--- src/rtl/qed_duplicator.sv ---
// QED (EDDI-V) instruction stream generator: passes originals through, queues
// register-remapped copies of legal ones and replays them as duplicates.
module qed_duplicator #(
    parameter int unsigned DEPTH    = 8,
    parameter logic [31:0] NOP_INST = 32'h0000_0013
) (
    input  logic                         clk,
    input  logic                         rst,
    input  logic [31:0]                  ifu_inst,
    input  logic                         ifu_valid,
    output logic                         ifu_ready,
    input  logic                         dup_req,
    output logic [31:0]                  qed_inst,
    output logic                         qed_valid,
    input  logic                         qed_ready,
    output logic                         qed_is_dup,
    output logic                         qed_illegal,
    output logic                         qed_mode,
    output logic [$clog2(DEPTH+1)-1:0]   fifo_count
);

    localparam int unsigned CW = $clog2(DEPTH + 1);
    localparam int unsigned PW = $clog2(DEPTH);
    localparam logic [6:0] OPC_OP     = 7'b0110011;
    localparam logic [6:0] OPC_OP_IMM = 7'b0010011;

    typedef enum logic {ORIG = 1'b0, DUP = 1'b1} state_t;

    state_t         state, state_nx;
    logic           dup_pending, pending_nx;
    logic [31:0]    mem [DEPTH];
    logic [PW-1:0]  wr_ptr, rd_ptr;
    logic           out_free, accept, legal, push, pop, fifo_full, fifo_empty;

    function automatic logic [4:0] map_reg(input logic [4:0] r);
        logic [5:0] t;
        if (r == 5'd0)
            return 5'd0;
        else if (r <= 5'd12)
            return 5'd13 - r;
        t = 6'd44 - {1'b0, r};
        return t[4:0];
    endfunction

    function automatic logic is_legal(input logic [31:0] inst);
        logic [6:0] f7;
        logic [2:0] f3;
        f7 = inst[31:25];
        f3 = inst[14:12];
        case (inst[6:0])
            OPC_OP:
                return (f7 == 7'b0) ||
                       (f7 == 7'b0100000 && (f3 == 3'b000 || f3 == 3'b101));
            OPC_OP_IMM:
                case (f3)
                    3'b001:  return f7 == 7'b0;
                    3'b101:  return f7 == 7'b0 || f7 == 7'b0100000;
                    default: return 1'b1;
                endcase
            default:
                return 1'b0;
        endcase
    endfunction

    // rs2 field is immediate for OP_IMM, so it is remapped only for OP
    function automatic logic [31:0] remap(input logic [31:0] inst);
        logic [31:0] r;
        r        = inst;
        r[11:7]  = map_reg(inst[11:7]);
        r[19:15] = map_reg(inst[19:15]);
        if (inst[6:0] == OPC_OP)
            r[24:20] = map_reg(inst[24:20]);
        return r;
    endfunction

    assign fifo_full  = (fifo_count == CW'(DEPTH));
    assign fifo_empty = (fifo_count == '0);
    assign out_free   = !qed_valid || qed_ready;
    assign ifu_ready  = (state == ORIG) && out_free && !fifo_full && !dup_pending;
    assign accept     = ifu_valid && ifu_ready;
    assign legal      = is_legal(ifu_inst);
    assign push       = accept && legal;
    assign pop        = (state == DUP) && out_free && !fifo_empty;
    assign qed_mode   = (state == DUP);

    always_comb begin
        state_nx   = state;
        pending_nx = dup_pending;
        case (state)
            ORIG: begin
                if (dup_req && (!fifo_empty || push))
                    pending_nx = 1'b1;
                if (!fifo_empty && (dup_pending || fifo_full)) begin
                    state_nx   = DUP;
                    pending_nx = 1'b0;
                end
            end
            DUP: begin
                if (pop && fifo_count == CW'(1))
                    state_nx = ORIG;
            end
            default: state_nx = ORIG;
        endcase
    end

    always_ff @(posedge clk) begin
        if (push)
            mem[wr_ptr] <= remap(ifu_inst);
    end

    always_ff @(posedge clk) begin
        if (rst) begin
            state       <= ORIG;
            dup_pending <= 1'b0;
            wr_ptr      <= '0;
            rd_ptr      <= '0;
            fifo_count  <= '0;
            qed_inst    <= '0;
            qed_valid   <= 1'b0;
            qed_is_dup  <= 1'b0;
            qed_illegal <= 1'b0;
        end else begin
            state       <= state_nx;
            dup_pending <= pending_nx;
            if (push)
                wr_ptr <= wr_ptr + 1'b1;
            if (pop)
                rd_ptr <= rd_ptr + 1'b1;
            if (push && !pop)
                fifo_count <= fifo_count + CW'(1);
            else if (pop && !push)
                fifo_count <= fifo_count - CW'(1);
            if (accept) begin
                qed_inst    <= legal ? ifu_inst : NOP_INST;
                qed_valid   <= 1'b1;
                qed_is_dup  <= 1'b0;
                qed_illegal <= !legal;
            end else if (pop) begin
                qed_inst    <= mem[rd_ptr];
                qed_valid   <= 1'b1;
                qed_is_dup  <= 1'b1;
                qed_illegal <= 1'b0;
            end else if (out_free) begin
                qed_valid <= 1'b0;
            end
        end
    end

endmodule

--- config.mk ---
export PLATFORM = sky130hd
export DESIGN_NAME = qed_duplicator
export DESIGN_NICKNAME = d
export VERILOG_FILES = /design/src/rtl/qed_duplicator.sv
export SDC_FILE = /design/constraint.sdc
export NUM_CORES = 1
export LEC_CHECK = 0
export BUFFER_PORTS_ARGS = -buffer_cell sky130_fd_sc_hd__clkbuf_2
export CORE_ASPECT_RATIO = 0.8
export CORE_MARGIN = 3
export CORE_UTILIZATION = 45
export CTS_CLUSTER_DIAMETER = 80
export DETAILED_ROUTE_END_ITERATION = 8
export PLACE_DENSITY_LB_ADDON = 0.12
export SLEW_MARGIN = 20
export SYNTH_ARGS = -nofsm -noshare
export SYNTH_HDL_FRONTEND = slang
export SYNTH_SLANG_ARGS = --single-unit
export TNS_END_PERCENT = 1
--- constraint.sdc ---
create_clock -name clk -period 9.1 [get_ports clk]
set_input_delay 0.91 -clock clk [delete_from_list [all_inputs] [get_ports clk]]
set_output_delay 0.91 -clock clk [all_outputs]
set_load 0.01 [all_outputs]
## Word-level counts from Yosys, hierarchy flattened

Memories as Yosys holds them, arrays and structs flattened. A register that Yosys moved wholly into a read port is not among the register bits.
Index checks and enable logic that the tools add are counted.

- Memories kept: 1
- Memory bits (writable): 256
- Logic and storage cells: 113
- Flip-flop bits (word level): 47

- Reductions and logical operators: 38
- Equality and inequality tests: 7
- Bitwise logic cells: 1
- $lt $le $gt $ge: 3
- Multiplexer cells: 44
- Add/sub/neg operators: 10

Memories:

| memory | words | bits a word | read ports | clocked after memory_dff | wr ports | line | RTL |
|---|---|---|---|---|---|---|---|
| mem | 8 | 32 | 1 | 1 | 1 | 31 | `logic [31:0] mem [DEPTH];` |

Operators by type and width:

| operator | count |
|---|---|
| 32-bit 2-to-1 mux | 3 |
| 5-bit 2-to-1 mux | 13 |
| 4-bit by 5-bit subtractor with 5-bit output, first input constant | 6 |
| 1-bit 2-to-1 mux | 21 |
| 5-bit by 4-bit less-or-equal comparator with 1-bit output, second input constant | 3 |
| 5-bit zero test | 3 |
| 7-bit by 6-bit equality test with 1-bit output, second input constant | 2 |
| 1-bit logical AND | 13 |
| 4-bit 2-to-1 mux | 2 |
| 7-bit by 5-bit equality test with 1-bit output, second input constant | 1 |
| 1-bit zero test | 7 |
| 7-bit zero test | 1 |
| 3-bit by 1-bit adder with 3-bit output, second input constant | 2 |
| 1-bit logical OR | 6 |
| 3-bit 2-to-1 mux | 2 |
| 1-bit case mux with 2 select lines | 3 |
| 2-bit nonzero test | 3 |
| 4-bit by 1-bit adder with 4-bit output, second input constant | 1 |
| 4-bit by 1-bit equality test with 1-bit output, second input constant | 1 |
| 4-bit equality test, second input constant | 1 |
| 4-bit zero test | 1 |
| 4-bit by 1-bit subtractor with 4-bit output, second input constant | 1 |
| 3-bit by 1-bit equality test with 1-bit output, second input constant | 1 |
| 3-bit equality test, second input constant | 1 |
| other kinds (5) | 5 |

## Longest topological paths before layout

- Depth after elaboration: 11
- Depth in mapped cells: 11
- Gate-level depth less buffers: 11

## Least setup slack after synthesis

Ideal clock, no wire load.

- Path kind: in2reg
- Start point: in ifu_inst[29]
- End point: mem mem[0][0], enable pin
- Required time: 8.639 ns
- Arrival: 4.423 ns
- Path slack: 4.216 ns
- Stages: 6
- Path through: or3_1 > o221a_2 > or4b_4 > clkinv_1 > nand2b_1 > nor3_1

- Longest elaborated chain between the ends: 7
- Elaborated cells between the ends (all ways): 10

RTL lines:

| what | line | RTL |
|---|---|---|
| start: declaration | 9 | `input logic [31:0] ifu_inst,` |
| 7-bit by 6-bit equality test with 1-bit output or 7-bit zero test (tied branches) | n/a |  |
| 1-bit logical OR or 1-bit logical AND (tied branches) | 57, 53 |  |
| 1-bit case mux with 2 select lines or 1-bit logical OR (tied branches) | 55, 52 |  |
| 1-bit case mux with 2 select lines * | 50 | `case (inst[6:0])` |
| 1-bit logical AND * | 82 | `assign push = accept && legal;` |
| via push | 33 | `logic out_free, accept, legal, push, pop, fifo_full, fifo_empty;` |
| 1-bit 2-to-1 mux * | 107 | `if (push)` |
| 1-bit 2-to-1 mux (implied by the code) * | 108 | `mem[wr_ptr] <= remap(ifu_inst);` |
| end: declaration | 31 |  |

The timed path passes the listed nets; every way through them passes the cells marked *.

## Worst setup path after layout

- Start point: in ifu_inst[3]
- End point: mem mem[0][16], enable pin

- Longest elaborated chain between the ends: 5
- Elaborated cells between the ends (all ways): 6

RTL lines:

| what | line |
|---|---|
| 7-bit by 5-bit equality test with 1-bit output or 7-bit by 6-bit equality test with 1-bit output (tied branches) | 50 |
| 1-bit case mux with 2 select lines * | 50 |
| 1-bit logical AND * | 82 |
| via push | 33 |
| 1-bit 2-to-1 mux * | 107 |
| 1-bit 2-to-1 mux (implied by the code) * | 108 |

Marks and branches as above.

==> qor.txt <==
Number of flops mapped to enable cells by yosys - 256
Power share of the combinational group - 0.036
Vias per cell - 5.744
Worst path max stage delay - 0.85 ns
Length of the first detailed-routing pass in iterations - 6
DPL Wire Length - 15990 um
Die Outline Area - 29210 um^2
Post-Synth XOR/XNOR Area - 0.005012
Final setup viols - 0
Period Utilization, post-route - 0.4607
Simple logic cell fraction of the synthesized area - 0.05677
Static leakage power - 0.004642 uW
Pins over their slew limit - 0
Worst-path clk slew - 0.06 ns
Initial antenna violation count - 1
Quantity of gates resized following cts - 0
Share of the synthesized area in compound gates (AO/OA/AOI/OAI) - 0.06659
Share of cell area taken by muxes after synthesis - 0.1268
Area after DPL - 13140 um^2
Global routing usage summed across all routing layers - 0.1866
Placer congestion estimate - 0.7669
Core region area - 26530 um^2
Synthesized net count - 779
Per-instance average area after synthesis - 16.82 um^2
Highest ir drop seen on vdd - 156.9 uV
Vias in the first global route - 6900
Number of storage elements in the synthesis netlist - 306
Clock Power Share - 0.443
Share of final-layout standard cells stronger than drive strength 1 - 0.2628
Internal Pwr Total - 2335 uW
Critical path type - input pin to flip-flop
Ordered cell list for the critical path - clkbuf_2 > nor4b_1 > and3_1 > or4b_4 > clkinv_1 > nand2b_1 > nor3_2 > buf_4
Sequential share of the synthesized area - 0.7103
Critical Path Slowest Stage Cell - nor3_2
Worst Setup Slack post-DPL - 4.320 ns
Horizontal extent of the die - 190.3 um
Startpoint Class - input pin
Share of synthesized flip-flops with an asynchronous set or reset - 0
Clock Tree Root - clkbuf_16
Count of vias placed by the detailed router - 6858
Endpoint type of the worst setup path - flip-flop
Top layer in use - met5
Total area of multi-input combinational cells - 3377 um^2
Warning count from the yosys run - 0
Metal-1 WL - 12700 um
Antenna-violating nets left - 0
Synth unique cells - 47
Worst min-delay path category - flip-flop to flip-flop
Clock tree from TritonCTS - built
Number of antenna cells inserted - 0
Cell type contributing the most total cell area after synthesis - edfxtp_1
Area share of fa/ha/maj cells after synthesis - 0.01534
Post-DR wirelength/cell - 22.65 um
CTS Buffer Depth - 3
Maximum level of the CTS H-tree - 1
Max Freq - 238.5 MHz
Required time at the worst-slack endpoint - 9.31 ns
Post-synthesis cell count - 727
Net switching component of the power - 607.8 uW
Layout net count - 864
Clock latency on the worst-skew pair - 0.57 ns
Switching share of power - 0.2065
Number of buffer and inverter instances along the worst setup path - 3
Crit path setup slack, layout - 4.907 ns
Overall Power - 2943 uW
Total wirelength of the detailed-routed design - 27050 um
Floorplan die height - 153.5 um
Sum of negative setup slack - 0 ns
RSZ-0062 raised after global routing - no
Max Cap Violations - 0
GR Overflow Total - 0
Pin count of the biggest net entering global routing - 59
Cell types with the largest area share after synthesis - edfxtp_1 63%, mux4_2 12%, dfxtp_1 8.2%
Count of fill cells added during filler insertion - 2188
Top flip-flop cell by instance count after synthesis - edfxtp_1
Number of design rule violations left after detail routing - 0
Final-report hold violation count - 0
Status - complete, no violations
Combinational family with the most area after synthesis - multiplexers
First-pass GRT wire length - 41480 um
Design area - 14190 um^2
Area taken by flip-flops and latches - 8693 um^2
Clock buffer count from CTS - 31
Maximum fanout along the worst path - 22
Slew HR - 0.2967
Power density relative to cell area - 207.5 nW/um^2
Routed wire length on met3 - 1474 um
Number of violations reported at the end of detailed-routing iteration 0 - 471
Area delta synth->final - 15.99%
I/O pin count - 78
Floorplan row count - 53
Transition time at the pin with the least slew margin - 1.049 ns
Post-CTS Repair Setup Buffers - 0
Worst clock skew - 0.01846 ns
Most used standard cell by instance count after synthesis - edfxtp_1
Relative contribution of sequential cells to total power - 0.522
Arr. time, crit path - 4.40 ns
Post-CTS Hold Fix Bufs - 0
Metal2 WL - 12430 um
Worst path top cell family by delay - simple AND/OR/NAND/NOR gates
Synth cell count leaders - 256 x edfxtp_1, 64 x mux4_2, 51 x nor2_1
Clock Sinks - 306
Number of buffer cells added on primary ports - 77
Cell Area, Synth - 12230 um^2
Effective utilization at floorplan - 0.4611
Share of the synthesized area in the top cell type - 0.6285
Minimum clock period after layout - 4.193 ns
## final cells by class
type                       instances  area share
tap                              357     0.03148
clock inverter                    20     0.01729
sequential                       306      0.6128
multi-input combinational        364      0.2380
clock buffer                      38     0.05653
inverter                          20    0.005291
timing repair buffer              89     0.03863
## cells by family (layout without fill, tap and decap cells)
| family | Yosys count | count (layout) |
|---|---|---|
| compound gates | 124 | 124 |
| xor+xnor | 7 | 7 |
| fa+ha+maj | 15 | 15 |
| buf+inv | 57 | 167 |
| flops | 306 | 306 |
| mux | 75 | 75 |
| simple gates | 143 | 143 |
## power by group through the flow
stage / logic, uW / clock network (uW) / registers, uW
after floorplan: 52.0 / 0 / 1570
after global placement: 101 / 0 / 1570
after detailed placement: 105 / 0 / 1570
after CTS: 106 / 1330 / 1540
after global routing: 117 / 1390 / 1540
final: 105 / 1300 / 1540
## state kept, by name (all words and copies together) (netlist names), named ones only
signal	cells
dup_pending	1
fifo_count	4
mem	256
qed_illegal	1
qed_inst	32
qed_is_dup	1
qed_mode	1
qed_valid	1
rd_ptr	3
wr_ptr	3
## worst min-delay path, stage by stage (launching register included)
cell and delay, ns:
dfxtp_1 0.31, nand2_1 0.06, a21oi_1 0.07
## metal layers
layer  up-vias  GRT usage
li1       3087          -
met1      3528     0.2813
met2       205     0.2917
met3        36    0.03119
met4         2    0.03493
met5         -          0
## final timing paths
kind / startpoint / endpoint / slack [ns] / cells past startpoint
setup / recovery: ifu_inst[3] / mem[0][16]$_DFFE_PP_ / 4.91 / 8
hold / removal: rd_ptr[1]$_SDFFE_PP0P_ / flip-flop / 0.49 / 2
setup reg to reg: fifo_count[0]$_SDFFE_PP0P_ / mem[0][16]$_DFFE_PP_ / 5.12 / 9
hold reg to reg: rd_ptr[1]$_SDFFE_PP0P_ / flip-flop / 0.49 / 2
## through the flow
stage / cells / hold WS [ns] / utilization
floorplan: 727 / 0.4541 / -
global placement: 1132 / 0.4504 / 0.4913
detailed placement: 1136 / 0.4725 / 0.4954
CTS: 1194 / 0.4890 / 0.5349
global route: 1194 / 0.5116 / 0.5349
finish: 1194 / 0.4857 / 0.5349
## cells in the final DEF (no fill, tap or decap), types with 18 or more instances in the layout
cell type,count
o21ai_0,20
clkbuf_2,77
nand2_1,42
o221ai_1,24
clkbuf_16,31
nor2_1,44
mux4_2,64
edfxtp_1,256
inv_1,18
a21oi_1,43
dfxtp_1,48
Power figures use the tool's default switching activity.
